File: src/rtl/riscv_pkg.sv
// Shared RISC-V core definitions: widths, ALU control codes,
// ALUOp encodings and the ID/EX pipeline bundle.
package riscv_pkg;

  localparam int XLEN       = 64;
  localparam int REG_ADDR_W = 5;

  localparam logic [3:0] ALU_AND     = 4'b0000;
  localparam logic [3:0] ALU_OR      = 4'b0001;
  localparam logic [3:0] ALU_ADD     = 4'b0010;
  localparam logic [3:0] ALU_SUB     = 4'b0110;
  localparam logic [3:0] ALU_ILLEGAL = 4'b1111;

  localparam logic [1:0] ALUOP_MEM    = 2'b00;
  localparam logic [1:0] ALUOP_BRANCH = 2'b01;
  localparam logic [1:0] ALUOP_RTYPE  = 2'b10;
  localparam logic [1:0] ALUOP_RSVD   = 2'b11;

  localparam logic [2:0] F3_ADDSUB = 3'b000;
  localparam logic [2:0] F3_OR     = 3'b110;
  localparam logic [2:0] F3_AND    = 3'b111;

  typedef struct packed {
    logic [XLEN-1:0]       rs1_data;
    logic [XLEN-1:0]       rs2_data;
    logic [XLEN-1:0]       imm;
    logic [REG_ADDR_W-1:0] rs1;
    logic [REG_ADDR_W-1:0] rs2;
    logic [REG_ADDR_W-1:0] rd;
    logic [1:0]            alu_op;
    logic [2:0]            funct3;
    logic                  funct7_b5;
    logic                  alu_src;
    logic                  reg_write;
    logic                  mem_read;
    logic                  mem_write;
    logic                  branch;
  } id_ex_t;

endpackage

File: src/rtl/alu_control_decode.sv
// ALUOp/funct3/funct7[5] -> 4-bit ALU control code (combinational).
// Ports: alu_op, funct3, funct7_b5 in; alu_control out.
module alu_control_decode
  import riscv_pkg::*;
(
  input  logic [1:0] alu_op,
  input  logic [2:0] funct3,
  input  logic       funct7_b5,
  output logic [3:0] alu_control
);

  logic rtype;

  assign rtype = (alu_op == ALUOP_RTYPE);

  always_comb begin
    alu_control = ALU_ILLEGAL;
    unique case (1'b1)
      (alu_op == ALUOP_MEM):
        alu_control = ALU_ADD;
      (alu_op == ALUOP_BRANCH):
        alu_control = ALU_SUB;
      (rtype && funct3 == F3_ADDSUB):
        alu_control = funct7_b5 ? ALU_SUB
                                : ALU_ADD;
      (rtype && funct3 == F3_AND):
        alu_control = ALU_AND;
      (rtype && funct3 == F3_OR):
        alu_control = ALU_OR;
      default:
        alu_control = ALU_ILLEGAL;
    endcase
  end

endmodule

File: src/rtl/alu_issue_stage.sv
// ID/EX stage feeding the ALU: one-entry valid/ready register,
// operand forwarding from EX/MEM and MEM/WB, ALU control decode.
// Ports: clk, rst (async, high); in_* decode side with in_valid/
// in_ready; flush; exm_*/mwb_* forwarding; out_valid/out_ready,
// x, y, alu_control, store_data, out_rd, out_* controls, illegal.
module alu_issue_stage
  import riscv_pkg::*;
(
  input  logic                  clk,
  input  logic                  rst,
  input  logic                  in_valid,
  output logic                  in_ready,
  input  logic [XLEN-1:0]       in_rs1_data,
  input  logic [XLEN-1:0]       in_rs2_data,
  input  logic [XLEN-1:0]       in_imm,
  input  logic [REG_ADDR_W-1:0] in_rs1,
  input  logic [REG_ADDR_W-1:0] in_rs2,
  input  logic [REG_ADDR_W-1:0] in_rd,
  input  logic [1:0]            in_alu_op,
  input  logic [2:0]            in_funct3,
  input  logic                  in_funct7_b5,
  input  logic                  in_alu_src,
  input  logic                  in_reg_write,
  input  logic                  in_mem_read,
  input  logic                  in_mem_write,
  input  logic                  in_branch,
  input  logic                  flush,
  input  logic                  exm_reg_write,
  input  logic [REG_ADDR_W-1:0] exm_rd,
  input  logic [XLEN-1:0]       exm_result,
  input  logic                  mwb_reg_write,
  input  logic [REG_ADDR_W-1:0] mwb_rd,
  input  logic [XLEN-1:0]       mwb_result,
  output logic                  out_valid,
  input  logic                  out_ready,
  output logic [XLEN-1:0]       x,
  output logic [XLEN-1:0]       y,
  output logic [3:0]            alu_control,
  output logic [XLEN-1:0]       store_data,
  output logic [REG_ADDR_W-1:0] out_rd,
  output logic                  out_reg_write,
  output logic                  out_mem_read,
  output logic                  out_mem_write,
  output logic                  out_branch,
  output logic                  illegal
);

  id_ex_t q;
  id_ex_t d;
  logic   vld;
  logic   cap;
  logic [XLEN-1:0] fwd_a;
  logic [XLEN-1:0] fwd_b;

  assign in_ready = !vld | out_ready;
  assign cap      = in_valid & in_ready & ~flush;

  assign d = '{
    rs1_data:  in_rs1_data,
    rs2_data:  in_rs2_data,
    imm:       in_imm,
    rs1:       in_rs1,
    rs2:       in_rs2,
    rd:        in_rd,
    alu_op:    in_alu_op,
    funct3:    in_funct3,
    funct7_b5: in_funct7_b5,
    alu_src:   in_alu_src,
    reg_write: in_reg_write,
    mem_read:  in_mem_read,
    mem_write: in_mem_write,
    branch:    in_branch
  };

  // Consume only clears vld when nothing new lands the same edge.
  always_ff @(posedge clk or posedge rst) begin
    if (rst) begin
      vld <= 1'b0;
      q   <= '0;
    end else begin
      if (flush)
        vld <= 1'b0;
      else if (cap)
        vld <= 1'b1;
      else if (out_ready)
        vld <= 1'b0;
      if (cap)
        q <= d;
    end
  end

  // EX/MEM is younger, so it wins; x0 is hard-wired zero.
  always_comb begin
    fwd_a = q.rs1_data;
    if (exm_reg_write && exm_rd != '0
        && exm_rd == q.rs1)
      fwd_a = exm_result;
    else if (mwb_reg_write && mwb_rd != '0
             && mwb_rd == q.rs1)
      fwd_a = mwb_result;

    fwd_b = q.rs2_data;
    if (exm_reg_write && exm_rd != '0
        && exm_rd == q.rs2)
      fwd_b = exm_result;
    else if (mwb_reg_write && mwb_rd != '0
             && mwb_rd == q.rs2)
      fwd_b = mwb_result;
  end

  alu_control_decode u_dec (
    .alu_op      (q.alu_op),
    .funct3      (q.funct3),
    .funct7_b5   (q.funct7_b5),
    .alu_control (alu_control)
  );

  assign out_valid     = vld;
  assign x             = fwd_a;
  assign y             = q.alu_src ? q.imm : fwd_b;
  assign store_data    = fwd_b;
  assign out_rd        = q.rd;
  assign out_reg_write = q.reg_write;
  assign out_mem_read  = q.mem_read;
  assign out_mem_write = q.mem_write;
  assign out_branch    = q.branch;
  assign illegal       = vld & (alu_control == ALU_ILLEGAL);

endmodule

File: config.mk
export PLATFORM = sky130hd
export DESIGN_NAME = alu_issue_stage
export DESIGN_NICKNAME = d
export VERILOG_FILES = /design/src/rtl/riscv_pkg.sv /design/src/rtl/alu_control_decode.sv /design/src/rtl/alu_issue_stage.sv
export SDC_FILE = /design/constraint.sdc
export NUM_CORES = 1
export LEC_CHECK = 0
export ABC_CLOCK_PERIOD_IN_PS = 9350
export BUFFER_PORTS_ARGS = -buffer_cell sky130_fd_sc_hd__buf_4
export CAP_MARGIN = 0
export CORE_AREA = 2 2 220 222
export CTS_CLUSTER_DIAMETER = 200
export DETAILED_ROUTE_END_ITERATION = 12
export DIE_AREA = 0 0 222 224
export SLEW_MARGIN = 20
export SYNTH_ARGS = -nofsm -noshare
export SYNTH_HDL_FRONTEND = slang
export SYNTH_HIERARCHICAL = 1
export SYNTH_SLANG_ARGS = --single-unit
File: constraint.sdc
create_clock -name clk -period 9.35 [get_ports clk]
set_clock_uncertainty 0.1 [all_clocks]
set_input_delay 1.4025 -clock clk [delete_from_list [all_inputs] [get_ports clk]]
set_output_delay 1.4025 -clock clk [all_outputs]
set_load 0.01 [all_outputs]
# --- Word level (Yosys, flattened, before mapping) ---
# Index checks and enable logic that the tools add are counted.
# Widths: inputs -> output; s select.
classes:
  multipliers: 0
  shift: 0
  n_lt_le_gt_ge: 0
  div: 0
  reduce_logical: 15
  n_eq_ne: 9
  n_bitwise: 5
  n_addsub: 0
  mux: 10
ops:
  columns: ["op", "count"]
  rows:
  - ["$mux 64", 5]
  - ["$eq 5x5->1", 4]
  - ["$pmux 4 s5", 1]
  - ["$reduce_bool 5->1", 2]
  - ["$logic_and 1x1->1", 9]
  - ["$eq 3x3->1 const B", 2]
  - ["$eq 4x4->1 const B", 1]
  - ["$and 1x1->1", 3]
  - ["$logic_not 3->1", 1]
  - ["$mux 1", 3]
  - ["$mux 3", 1]
  - ["$reduce_bool 3->1", 1]
  - ["$eq 2x1->1 const B", 1]
  - ["$eq 2x2->1 const B", 1]
  - ["$logic_not 2->1", 1]
  - ["$logic_not 1->1", 1]
  - ["$not 1->1", 1]
  - ["$or 1x1->1", 1]
word_totals:
  wordCells: 54
  latch_bits: 0
  rom_bits: 0
  out_inout_bits: 208
  ff_bits: 219
  n_memories: 0
  mem_bits_rw: 0
  inputBits: 363

# --- Depth between registers and ports, before layout ---
depth:
  ltp_word: 6
  ltp_mapped: 8
  ltp_nobuf: 5

# --- Cells and area by module ---
# Netlist, hierarchy kept.
modules_own_cells:
  columns: ["mod", "cells_per_inst", "area_per_inst_um2", "seq_area_each_um2", "instances"]
  rows:
  - ["alu_issue_stage", 1160, 12331.8, 5480.3, 1]
  - ["alu_control_decode", 10, 68.8, 0.0, 1]

# --- Least setup slack after synthesis ---
# OpenSTA, ideal clock, no wires.
synth_path:
  path_type: "input to output"
  start: "in mwb_rd[3]"
  end: "out y[55]"
  required_ns: 7.847
  path_buffers: 3
  arrival_time_ns: 3.177
  setup_slack_ns: 4.670
  stages: 8
  cell_sequence: "or4_1 o211ai_2 buf_4 buf_4 buf_4 o21ai_0 a31oi_1 mux2_2"
synth_between:
  elab_chain_len: 6
synth_lines:
  columns: ["element", "line", "rtl"]
  rows:
  - ["start: declaration", "alu_issue_stage.sv:32", "input logic [REG_ADDR_W-1:0] mwb_rd,"]
  - ["$reduce_bool 5->1", "alu_issue_stage.sv:106", "else if (mwb_reg_write && mwb_rd != '0"]
  - ["$logic_and 1x1->1", "alu_issue_stage.sv:106", null]
  - ["$logic_and 1x1->1 (*)", "alu_issue_stage.sv:107", "&& mwb_rd == q.rs2)"]
  - ["$mux 64 (*)", "alu_issue_stage.sv:106", null]
  - ["$mux 64 (*)", "alu_issue_stage.sv:103", "if (exm_reg_write && exm_rd != '0"]
  - ["named net store_data[55]", "alu_issue_stage.sv:39", "output logic [XLEN-1:0] store_data,"]
  - ["$mux 64 (*)", "alu_issue_stage.sv:120", "assign y = q.alu_src ? q.imm : fwd_b;"]
  - ["end: declaration", "alu_issue_stage.sv:37", "output logic [XLEN-1:0] y,"]
# The timed path passes the listed nets; every way through them passes the cells marked *.

# --- Worst setup path after layout ---
layout_path:
  start: "in exm_rd[1]"
  end: "out y[35]"
layout_between:
  elab_chain_len: 5
layout_lines:
  columns: ["element", "line", "rtl"]
  rows:
  - ["start: declaration", "alu_issue_stage.sv:29", "input logic [REG_ADDR_W-1:0] exm_rd,"]
  - ["$reduce_bool 5->1", "alu_issue_stage.sv:103", null]
  - ["$logic_and 1x1->1", "alu_issue_stage.sv:103", null]
  - ["$logic_and 1x1->1 (*)", "alu_issue_stage.sv:104", "&& exm_rd == q.rs2)"]
  - ["$mux 64 (*)", "alu_issue_stage.sv:103", null]
  - ["$mux 64 (*)", "alu_issue_stage.sv:120", null]
# Mark *: on every way between the ends. The rest lies on a longest branch, timed or not.

==> metrics.md <==
| Metric | Value |
|---|---|
| Slew Limit Fails | 0 |
| Initial Util | 0.262 |
| Critical path origin | exm_rd[1] |
| Setup Fix Bufs, Post-CTS | 0 |
| Slew HR | 0.365 |
| CTS resizes | 0 |
| Hold depth | 1 |
| Final Cycle Share | 0.649 |
| Pin count of the biggest net entering global routing | 121 |
| R2R cell count | 5 |
| Cells after Synth | 1170 |
| Gpl congestion | ~0.89 |
| Share of cells above drive strength 1 | 0.538 |
| Actual slew at the worst max-slew pin | about 950 ps |
| Leakage | between 8 and 9 nW |
| Pre-CTS WS | 3270 ps |
| Clock transition at the registers of the reported paths | 50 ps |
| Syn Nets | 1533 |
| Max-cap violation count | 0 |
| Most frequent cells in the layout | buf_4 (585), mux2_2 (278), dfrtp_1 (218), nor2_1 (70), o21ai_0 (66) |
| Top Ports | 571 |
| Clock Latency Late Sink | between 500 and 600 ps |
| WHS | about 400 ps |
| Top post-synthesis cells by area | dfrtp_1 (44%), mux2_2 (25%), mux2i_1 (5.2%), a31oi_1 (3.2%), or3_1 (3.2%) |
| Biggest area consumer among synthesized cells | dfrtp_1 |
| #FFs+latches synth | 219 |
| RSZ-0062 raised after global routing | no |
| Nets | between 2000 and 2500 |
| Layout area overhead | 46.2% |
| Type of the most critical hold path | register to register |
| Top fanout value on the critical path | 65 |
| Synthesized cell area | approximately 12000 um2 |
| Router iterations before antenna repair | 5 |
| DR DRC count | 0 |
| CP Class | input pin to output port |
| DPL Wire Length | about 36000 um |
| Core area | 47300 um2 |
| CTS tree | done |
| Initial antenna violation count | 7 |
| Reg2reg start | out_valid |
| WL per Instance | between 20 and 25 um |
| CP Capture Type | output port |
| Status | complete, no violations |
| Async set-reset flop share out of synthesis | 1.00 |
| DRT iter0 DRCs | between 600 and 700 |
| Port Buf Inserts | 570 |
| CTS H-tree depth | 1 |
| Syn_area_per_cell | around 11 um2 |
| R2r setup slk | 6520 ps |
| First-pass GRT wire length | roughly 73000 um |
| Worst endpoint required time | 7850 ps |
| TNS Setup | 0 ps |
| GRT Util Overall | 0.189 |
| Die width | approximately 220 um |
| Vias | 11400 |
| Endpoints failing setup | 0 |
| Worst vdd ir | roughly 0.12 mV |
| FP Rows | 80 |
| Clock Path Buffers | 3 |
| Ys flop type | dfrtp_1 |
| Clock sink total | roughly 220 |
| FF-to-FF End | q[184] |
| Die area | just under 50000 um2 |
| Overflow left after global routing | 0 |
| CTS buffer count | 29 |
| Final Total Pwr | around 3.6 mW |
| Cell Pwr Density | between 150 and 200 nW/um2 |
| Die height | about 220 um |
| Commonest non-fill, non-tap cell in the layout | buf_4 |
| Vias in the first global route | 11700 |
| Post-CTS Hold Fix Bufs | 0 |
| Via-to-Cell Ratio | between 4 and 5 |
| Drt total wl | roughly 50000 um |
| Post-DRT Antenna Nets | 0 |
| Final Hold Viols | 0 |
| Critical Path Start Type | input pin |
| Seq/Total Area, Yosys | 0.442 |
| Number of synthesized flops with an enable pin | 0 |
| Synthesis Warnings | 6 |
| Top-area cell type share of the netlist area | 0.442 |
| Synth unique cells | 35 |
| Final worst slack | 3280 ps |
| Fmax | 165 MHz |
| CTS root buf | clkbuf_16 |
| Period minus WS final | roughly 6100 ps |
| Worst setup path endpoint | y[35] |
| Critical path arrival | approximately 4600 ps |
-- routing by layer --
layer | global-route usage | share of wire | up-vias
li1 | - | - | 5213
met1 | 0.233 | 0.40 | 5648
met2 | 0.323 | 0.50 | 452
met3 | 0.0441 | 0.067 | 103
met4 | 0.0687 | 0.035 | 4
met5 | 0 | 0.00051 | -
-- logic make-up after synthesis --
family / after synthesis / synth area share
and+or+nand+nor: 217 / 0.0890
xor gates and xnor gates: 20 / 0.0141
DFF: 219 / 0.442
muxes: 345 / 0.307
buffers and inverters: 170 / 0.0583
AOI/OAI and AO/OA: 199 / 0.0898
-- Yosys cell counts (2+ instances only) --
library cell / count
nand4b_1: 2
clkbuf_2: 2
xnor2_1: 16
buf_1: 3
nor2_1: 70
nand3_1: 2
mux2_1: 3
o21ai_0: 66
mux2i_1: 64
inv_1: 66
nand4_1: 3
clkbuf_1: 64
or4_1: 4
buf_2: 21
nand2_1: 3
nor4_1: 2
buf_4: 13
mux2_2: 278
dfrtp_1: 219
nor3_1: 64
xor2_1: 4
a21oi_1: 64
a31oi_1: 63
or3_1: 63
-- sequential cells by signal, summed over array words and instances (netlist names) --
register / cells
q: 209
out_rd: 5
out_branch: 1
out_mem_read: 1
out_mem_write: 1
out_reg_write: 1
out_valid: 1
-- area by class of cell --
class                   count  area, um2
diodes                      4       10.0
clock buffers              45        876
clock inverters             4       72.6
fillers                  4732      29200
inverters                  66        255
multi-input cells         781       6220
flip-flops and latches    219       5480
well taps                 615        769
repair buffers            587       4440
-- critical path, cell delays in order --
cell and delay, ps:
buf_4 130, or4_1 600, o211ai_4 190, buf_4 400, or2_4 810, a31oi_1 410
mux2_2 390, buf_4 140
-- report_power, final --
group / internal, mW / leakage, nW / switching [mW]
combinational: 0.652 / 4.98 / 0.586
sequential: 1.11 / 2.58 / 0.110
clock: 0.688 / 0.463 / 0.439
-- metrics by stage --
step | instance area (um2) | utilization | std cells
after floorplan | 12400 | - | 1170
after global placement | 17100 | 0.362 | 2267
after detailed placement | 17100 | 0.362 | 2267
after CTS | 18100 | 0.382 | 2316
after global routing | 18100 | 0.383 | 2320
final | 18100 | 0.383 | 2321
-- worst min-delay path by stage --
stage | start | to
2_1_floorplan | q[100] | q[100]
3_3_place_gp | q[105] | q[105]
3_5_place_dp | q[98] | q[98]
4_1_cts | q[90] | q[90]
5_1_grt | q[90] | q[90]
6_report | q[90] | q[90]
Note: power is estimated with default switching activity, not from simulation.
